`src/rtl/updown_modn_pkg.sv`:
```
// Shared mode encodings and bounce-state type for the up/down modulo-N counter.
package updown_modn_pkg;

  typedef enum logic [1:0] {
    MODE_UP     = 2'b00,
    MODE_DOWN   = 2'b01,
    MODE_HOLD   = 2'b10,
    MODE_BOUNCE = 2'b11
  } mode_e;

  typedef enum logic {
    BNC_UP = 1'b0,
    BNC_DN = 1'b1
  } bnc_state_e;

  localparam logic [6:0] SEG7_DIGIT_ZERO = 7'b0111111;

endpackage

```
`src/rtl/updown_modn_counter_seg7_hex_dec.sv`:
```
// Combinational hex digit to active-high gfedcba seven-segment pattern.
// Zero latency, no flow control.
module seg7_hex_dec (
  input  logic [3:0] hex,
  output logic [6:0] segs
);

  always_comb begin
    segs = 7'b0000000;
    case (hex)
      4'h0: segs = 7'b0111111;
      4'h1: segs = 7'b0000110;
      4'h2: segs = 7'b1011011;
      4'h3: segs = 7'b1001111;
      4'h4: segs = 7'b1100110;
      4'h5: segs = 7'b1101101;
      4'h6: segs = 7'b1111101;
      4'h7: segs = 7'b0000111;
      4'h8: segs = 7'b1111111;
      4'h9: segs = 7'b1101111;
      4'ha: segs = 7'b1110111;
      4'hb: segs = 7'b1111100;
      4'hc: segs = 7'b0111001;
      4'hd: segs = 7'b1011110;
      4'he: segs = 7'b1111001;
      4'hf: segs = 7'b1110001;
      default: segs = 7'b0000000;
    endcase
  end

endmodule

```
`src/rtl/updown_modn_counter.sv`:
```
// Up/down/hold/bounce modulo-MODULUS counter; count, dir_down and tc are registered (1-cycle latency).
// Optional seven-segment output of the count is compiled in with UPDOWN_MODN_SEG7_EN.
module updown_modn_counter
  import updown_modn_pkg::*;
#(
  parameter int MODULUS = 6,
  parameter int WIDTH   = 4
) (
  input  logic             clk,
  input  logic             reset,
  input  logic             en,
  input  logic [1:0]       mode,
  input  logic             load,
  input  logic [WIDTH-1:0] load_val,
  output logic [WIDTH-1:0] count,
  output logic             dir_down,
  output logic             tc
`ifdef UPDOWN_MODN_SEG7_EN
  ,
  output logic [6:0]       segs
`endif
);

  if (MODULUS < 2) begin : g_bad_modulus
    $error("updown_modn_counter: MODULUS must be >= 2");
  end
  if ((2 ** WIDTH) < MODULUS) begin : g_bad_width
    $error("updown_modn_counter: WIDTH too small for MODULUS");
  end

  // One extra bit so MODULUS == 2**WIDTH still compares correctly.
  localparam logic [WIDTH:0]   MOD_EXT = (WIDTH + 1)'(MODULUS);
  localparam logic [WIDTH-1:0] MAX_CNT = WIDTH'(MODULUS - 1);
  localparam logic [WIDTH-1:0] PRE_MAX = WIDTH'(MODULUS - 2);
  localparam logic [WIDTH-1:0] ONE     = WIDTH'(1);

  logic [WIDTH-1:0] count_q, count_d;
  bnc_state_e       state_q, state_d;
  logic             tc_q, tc_d;

  always_ff @(posedge clk or posedge reset) begin
    if (reset) begin
      count_q <= '0;
      state_q <= BNC_UP;
      tc_q    <= 1'b0;
    end else begin
      count_q <= count_d;
      state_q <= state_d;
      tc_q    <= tc_d;
    end
  end

  always_comb begin
    count_d = count_q;
    state_d = state_q;
    tc_d    = 1'b0;
    if ({1'b0, count_q} >= MOD_EXT) begin
      count_d = '0;
      state_d = BNC_UP;
    end else if (load) begin
      count_d = ({1'b0, load_val} < MOD_EXT) ? load_val : MAX_CNT;
    end else if (en) begin
      case (mode_e'(mode))
        MODE_UP: begin
          state_d = BNC_UP;
          if (count_q == MAX_CNT) begin
            count_d = '0;
            tc_d    = 1'b1;
          end else begin
            count_d = count_q + ONE;
          end
        end
        MODE_DOWN: begin
          state_d = BNC_DN;
          if (count_q == '0) begin
            count_d = MAX_CNT;
            tc_d    = 1'b1;
          end else begin
            count_d = count_q - ONE;
          end
        end
        MODE_HOLD: begin
          count_d = count_q;
        end
        MODE_BOUNCE: begin
          // Entering at the far end in the wrong direction turns around silently.
          if (state_q == BNC_UP) begin
            if (count_q == MAX_CNT) begin
              count_d = count_q - ONE;
              state_d = BNC_DN;
            end else begin
              count_d = count_q + ONE;
              if (count_q == PRE_MAX) begin
                state_d = BNC_DN;
                tc_d    = 1'b1;
              end
            end
          end else begin
            if (count_q == '0) begin
              count_d = ONE;
              state_d = BNC_UP;
            end else begin
              count_d = count_q - ONE;
              if (count_q == ONE) begin
                state_d = BNC_UP;
                tc_d    = 1'b1;
              end
            end
          end
        end
        default: count_d = count_q;
      endcase
    end
  end

  always_comb begin
    count    = count_q;
    dir_down = (state_q == BNC_DN);
    tc       = tc_q;
  end

`ifdef UPDOWN_MODN_SEG7_EN
  logic [3:0] seg_nib;
  always_comb seg_nib = 4'(count_q);

  seg7_hex_dec u_seg7 (
    .hex  (seg_nib),
    .segs (segs)
  );
`endif

endmodule

```
`config.mk`:
```
export PLATFORM = sky130hd
export DESIGN_NAME = updown_modn_counter
export DESIGN_NICKNAME = d
export VERILOG_FILES = /design/src/rtl/updown_modn_pkg.sv /design/src/rtl/updown_modn_counter_seg7_hex_dec.sv /design/src/rtl/updown_modn_counter.sv
export SDC_FILE = /design/constraint.sdc
export NUM_CORES = 1
export LEC_CHECK = 0
export CAP_MARGIN = 25
export CORE_MARGIN = 5
export CORE_UTILIZATION = 46
export CTS_CLUSTER_SIZE = 25
export DETAILED_ROUTE_END_ITERATION = 7
export HOLD_SLACK_MARGIN = 0.03
export PLACE_DENSITY_LB_ADDON = 0.12
export SLEW_MARGIN = 10
export SYNTH_ARGS = -nofsm -noshare
export SYNTH_HDL_FRONTEND = slang
export SYNTH_SLANG_ARGS = --single-unit
```
`constraint.sdc`:
```
create_clock -name clk -period 1.85 [get_ports clk]
set_input_delay 0.4625 -clock clk [delete_from_list [all_inputs] [get_ports clk]]
set_output_delay 0.4625 -clock clk [all_outputs]
set_load 0.02 [all_outputs]
```
==> run metrics, run 1 <==
Hold Crit Class=in -> async; Buffers & Inverters on Critical Path=1; CTS tree=done; synthesis-to-layout area growth=40.9%; Max IR drop VDD=802 µV; crit path launch type=flip-flop; RSZ-0062 raised after global routing=false; crit path time final=between 1.5 and 2 ns; DRC violations left=0; Reg clk slew, reported paths=about 0.050 ns; Pre-antenna DRT Iters=4; Crit Reg-Reg Endpoint=count[0]; FF+latch area=between 150 and 200 µm²; Mapped Area=around 630 µm²; Antenna Cells=0; post-synth cell types=40; Final HPWL DP=1500 µm; I/O pin total=16; register bit count reported by yosys=6; effective utilization at floorplan=between 40% and 50%; most common cell after layout, fill and taps aside=clkdlybuf4s50_1; via count=740; Fillers=roughly 120; # placed instances=114; slowest stage delay, CP=between 0.6 and 0.7 ns; clk sinks=6; Critical Path RT=approximately 1.4 ns; sequential fraction of the synthesis area=a little under a quarter; hold slack=between 0.4 and 0.5 ns; Die Span Y=47.0 µm; number of flops mapped to enable cells by yosys=0; H-tree depth=1; status=finished, final reports clean; Slowest cell on crit path=clkdlybuf4s50_1; Reg2Reg Setup Slack=0.16 ns; Slew Limit Fails=0; final core occ=around two thirds; worst path cell trace=clkdlybuf4s50_1; Bufs on Longest Clock Path=2; pwr dens=1380 nW/µm²; maxcap violations=0; Synth Instances=74; CTS Hold Bufs=0; GR Overflow Total=0; final std cells w/o fill=approximately 120; Post-Syn Area per Cell=8.52 µm²; chip width=~47 µm; reg2reg start=count[1]; Tot Pwr=between 0.001 and 0.0015 W; relative slew slack=a little over two thirds; Async SR Flop Fraction=between 90% and 100%; fmax=559 MHz; TritonCTS Buffers=3; largest net degree at the start of global routing=12; number of setup violations in the final report=0; final worst-path cycle share=a little over nine tenths; antenna violations before repair=0; Hold Violations, Final=0; drt total wl=approximately 1900 µm; Root Driver=clkbuf_4; share of cells above drive strength 1=21.6%; DIE AREA=2210 µm²; setup_tns=0 ns; I/O Buffers=15; critical path class=reg -> out; first-pass GRT wire length=slightly above 3000 µm; Synth warnings=0; post-CTS setup buffer count=0; syn_nets=between 80 and 90; Leakage=slightly below 0.4 nW; DR vias/cell=6.32; ANT nets after route=0; most frequent cells in the layout=14 x clkdlybuf4s50_1, 13 x buf_4, 6 x inv_1, 6 x dfrtp_1; vias in the first global route=~700; crit-path leading delay family=buffers and inverters; area of the multi-input gates=~420 µm²; Worst R2R Path Depth=6; All-Layer GR Usage=around a fifth; endpoint type of the worst setup path=output port; Core Region=1300 µm²; DR iter-0 viols=28; clk_lat worst skew=roughly 0.26 ns; slew at the pin closest to its max-slew limit=~0.44 ns; Final nets=around 120; CP Max Fanout=5; Rows=13; RePlAce Congestion=0.861; routed len/inst=between 15 and 20 µm; Worst Skew=approximately 0.00096 ns; critical path arrival=1.32 ns; Synth Flop Type=dfrtp_1
==> worst max path at each step <==
stage              from  endpoint  slack (ns)  cells past startpoint
3_3_place_gp    mode[0]  count[0]       -0.03                      5
6_report       count[0]  count[0]        0.06                      1
2_1_floorplan  count[0]  count[2]        0.07                      6
3_5_place_dp    mode[0]  count[3]       -0.07                      5
5_1_grt        count[1]  count[1]       0.004                      1
4_1_cts        count[0]  count[0]        0.04                      1
==> sequential cells by signal, indices dropped and copies added (netlist names) <==
signal    cells
count         4
dir_down      1
tc            1
==> power by group <==
group | switching (W) | leakage (nW) | internal (W) | total [W]
sequential | 0.0000530 | 0.0773 | 0.000177 | 0.000230
clock | 0.0000597 | 0.0138 | 0.0000742 | 0.000134
combinational | 0.000457 | 0.297 | 0.000400 | 0.000858
total | 0.000570 | 0.388 | 0.000652 | 0.00122
==> cells in the mapped netlist (2+ instances only) <==
library cell / instances / area [µm²]
dfrtp_1: 6 / 150
inv_1: 6 / 22.5
a21oi_1: 5 / 25.0
ha_1: 5 / 62.6
nand3_1: 5 / 25.0
nand2_1: 4 / 15.0
a211oi_1: 3 / 22.5
nand2b_1: 3 / 18.8
nor2_1: 3 / 11.3
buf_2: 2 / 10.0
nor3_1: 2 / 10.0
o41ai_1: 2 / 17.5
==> stage by stage <==
| step | worst slack, ns | instance area [µm²] |
|---|---|---|
| after floorplan | 0.0682 | 631 |
| after global routing | 0.00414 | 888 |
| final | 0.0627 | 888 |
| after CTS | 0.0428 | 888 |
| after detailed placement | -0.0673 | 867 |
| after global placement | -0.0327 | 867 |
==> repair_timing <==
action	in CTS	in global routing
hold endpoints to repair	0	0
resized for setup	1	0
setup endpoints to repair	1	0
==> cell families (layout without fill, tap and decap cells) <==
logic type / Yosys count / count (layout) / share of synthesized area (%)
and+or+nand+nor: 27 / 27 / 25.0
AOI/OAI and AO/OA: 25 / 25 / 31.0
buffers and inverters: 10 / 38 / 8.93
DFF: 6 / 6 / 23.8
adders and majority gates: 5 / 5 / 9.92
xor gates and xnor gates: 1 / 1 / 1.39
==> cell type report <==
class,instances,share of cell area (%)
multi-input cells,58,47.7
repair buffers,28,27.7
flip-flops and latches,6,16.9
inverters,7,2.96
clock buffers,3,2.54
well taps,15,2.11
==> metal layers <==
metal	vias to the layer above	GRT usage [%]	wire [µm]
met1	340	22.1	767
li1	343	-	-
met3	11	6.90	155
met5	-	0	0
met4	0	11.0	56
met2	46	33.1	870
(Power assumes the default switching activity.)
==> inputs of run 2 (changes only) <==
--- a/config.mk
+++ b/config.mk
@@ -5,6 +5,7 @@
 export SDC_FILE = /design/constraint.sdc
 export NUM_CORES = 1
 export LEC_CHECK = 0
+export ABC_CLOCK_PERIOD_IN_PS = 1850
 export CAP_MARGIN = 25
 export CORE_MARGIN = 5
 export CORE_UTILIZATION = 46
@@ -12,6 +13,7 @@
 export DETAILED_ROUTE_END_ITERATION = 7
 export HOLD_SLACK_MARGIN = 0.03
 export PLACE_DENSITY_LB_ADDON = 0.12
+export SETUP_SLACK_MARGIN = 0.05
 export SLEW_MARGIN = 10
 export SYNTH_ARGS = -nofsm -noshare
 export SYNTH_HDL_FRONTEND = slang
==> run 2 against run 1 <==
  * Die area unchanged
  * Clock power about the same
  * Flip-flop and latch count stayed put
  * Critical endpoint is now dir_down
==> run metrics, run 2 (synthesis gave the netlist of run 1 again) <==
critical path arrival=1.25 ns (-0.07 ns); synthesis-to-layout area growth=41.1%; clk_lat worst skew=0.26 ns (about the same); worst path cell trace=clkdlybuf4s50_1; min setup slack post-route=0.142 ns (+0.0791 ns); Worst R2R Path Depth=6 (unchanged); Critical Path RT=1.39 ns (about the same); antenna violations before repair=0 (unchanged); crit path time final=1.71 ns (-0.0791 ns); Slew Limit Fails=0 (unchanged); setup_tns=0 ns (unchanged); Reg clk slew, reported paths=0.05 ns (about the same); critical path class=reg -> out; Root Driver=clkbuf_4; reg2reg start=count[1]; chip width=47.0 µm (unchanged); DRC violations left=0 (unchanged); slew at the pin closest to its max-slew limit=0.435 ns (unchanged); largest net degree at the start of global routing=12 (unchanged); crit-path leading delay family=buffers and inverters; maxcap violations=0 (unchanged); first-pass GRT wire length=3040 µm (unchanged); Post-Place Cell Area=867 µm² (unchanged); post-CTS setup buffer count=0 (unchanged); Slowest cell on crit path=clkdlybuf4s50_1; most common cell after layout, fill and taps aside=buf_4; # placed instances=114 (unchanged); clk sinks=6 (unchanged); effective utilization at floorplan=48.5% (unchanged); Core Region=1300 µm² (unchanged); DR iter-0 viols=28 (unchanged); Hold Crit Class=in -> async; TritonCTS Buffers=3 (unchanged); drt total wl=1850 µm (-0.11%); Buffers & Inverters on Critical Path=1 (unchanged); Antenna Cells=0 (unchanged); CP Max Fanout=4 (-1); DIE AREA=2210 µm² (unchanged); via count=738 (-0.27%); GR Overflow Total=0 (unchanged); ANT nets after route=0 (unchanged); crit path launch type=flip-flop; Fillers=123 (-0.81%); number of setup violations in the final report=0 (unchanged); I/O pin total=16 (unchanged); Hold Violations, Final=0 (unchanged); endpoint type of the worst setup path=output port; relative slew slack=70.2% (unchanged); slowest stage delay, CP=0.61 ns (-0.04 ns); All-Layer GR Usage=19.9% (unchanged); final std cells w/o fill=117 (unchanged); Die Span Y=47.0 µm (unchanged); CTS tree=done; vias in the first global route=704 (unchanged); pwr dens=1360 nW/µm² (-0.98%); Rows=13 (unchanged); fmax=585 MHz (+4.6%); Bufs on Longest Clock Path=2 (unchanged); RSZ-0062 raised after global routing=false; final non-filler cell area=890 µm² (+0.14%); Worst Skew=0.000973 ns (+0.0000118 ns); routed len/inst=15.8 µm (-0.11%); pre-CTS WS=-0.0673 ns (unchanged); I/O Buffers=15 (unchanged); Reg2Reg Setup Slack=0.17 ns (about the same); Crit Reg-Reg Endpoint=count[0]; Largest register FFs=4 (unchanged); Pre-antenna DRT Iters=4 (unchanged); most frequent cells in the layout=13 x buf_4, 12 x clkdlybuf4s50_1, 6 x inv_1, 6 x dfrtp_1; DR vias/cell=6.31 (-0.27%); Final nets=119 (unchanged); H-tree depth=1 (unchanged); final worst-path cycle share=92.3% (-4.3 points); status=finished, final reports clean; RePlAce Congestion=0.861 (unchanged); Leakage=0.405 nW (+4.5%); share of cells above drive strength 1=21.6% (unchanged); Max IR drop VDD=792 µV (-1.3%); Final HPWL DP=1500 µm (unchanged)
## run 2: changes by cell type in the layout (fill, tap and decap cells not counted)
cell,delta
clkdlybuf4s50_1,-2
dlygate4sd2_1,+1
dlymetal6s2s_1,+1
## run 2: worst max-delay path by stage
stage	start	endpoint	slack, ns	depth (start not counted)
floorplan	count[0]	count[2]	0.07	6
global placement	mode[0]	count[0]	-0.03	5
detailed placement	mode[0]	count[3]	-0.07	5
CTS	count[1]	count[1]	0.05	1
global route	count[1]	count[0]	0.07	6
finish	dir_down	dir_down	0.14	1
## run 2: area by class of cell
type	count	area [µm²]	area share [%]
repair buffers	28	248	27.8
multi-input cells	58	424	47.7
inverters	7	26.3	2.95
flip-flops and latches	6	150	16.9
clock buffers	3	22.5	2.53
well taps	15	18.8	2.11
## run 2: repair_timing
item | CTS | global route
hold buffers | 0 | 0
endpoints found under the setup margin | 2 | 1
gates resized for setup | 2 | 1
## run 2: through the flow
stage / hold slack, ns / total power, W / utilization, %
4_1_cts: 0.435 / 0.00120 / 68.2
3_3_place_gp: 0.614 / 0.00106 / 66.6
3_5_place_dp: 0.615 / 0.00108 / 66.6
5_1_grt: 0.453 / 0.00129 / 68.4
2_1_floorplan: 0.253 / 0.000740 / -
6_report: 0.433 / 0.00121 / 68.4
## run 2: report_power, final
part | leakage, nW | switching (W) | internal (W)
logic | 0.314 | 0.000457 | 0.000391
clock network | 0.0138 | 0.0000597 | 0.0000742
registers | 0.0773 | 0.0000522 | 0.000177
## run 2: metal layers
metal / part of all wire (%) / global-route usage (%) / vias up
met5: 0 / 0 / -
met4: 3.0 / 11.0 / 0
met3: 8.3 / 6.90 / 11
met2: 47 / 33.1 / 46
met1: 42 / 22.1 / 338
li1: - / - / 343
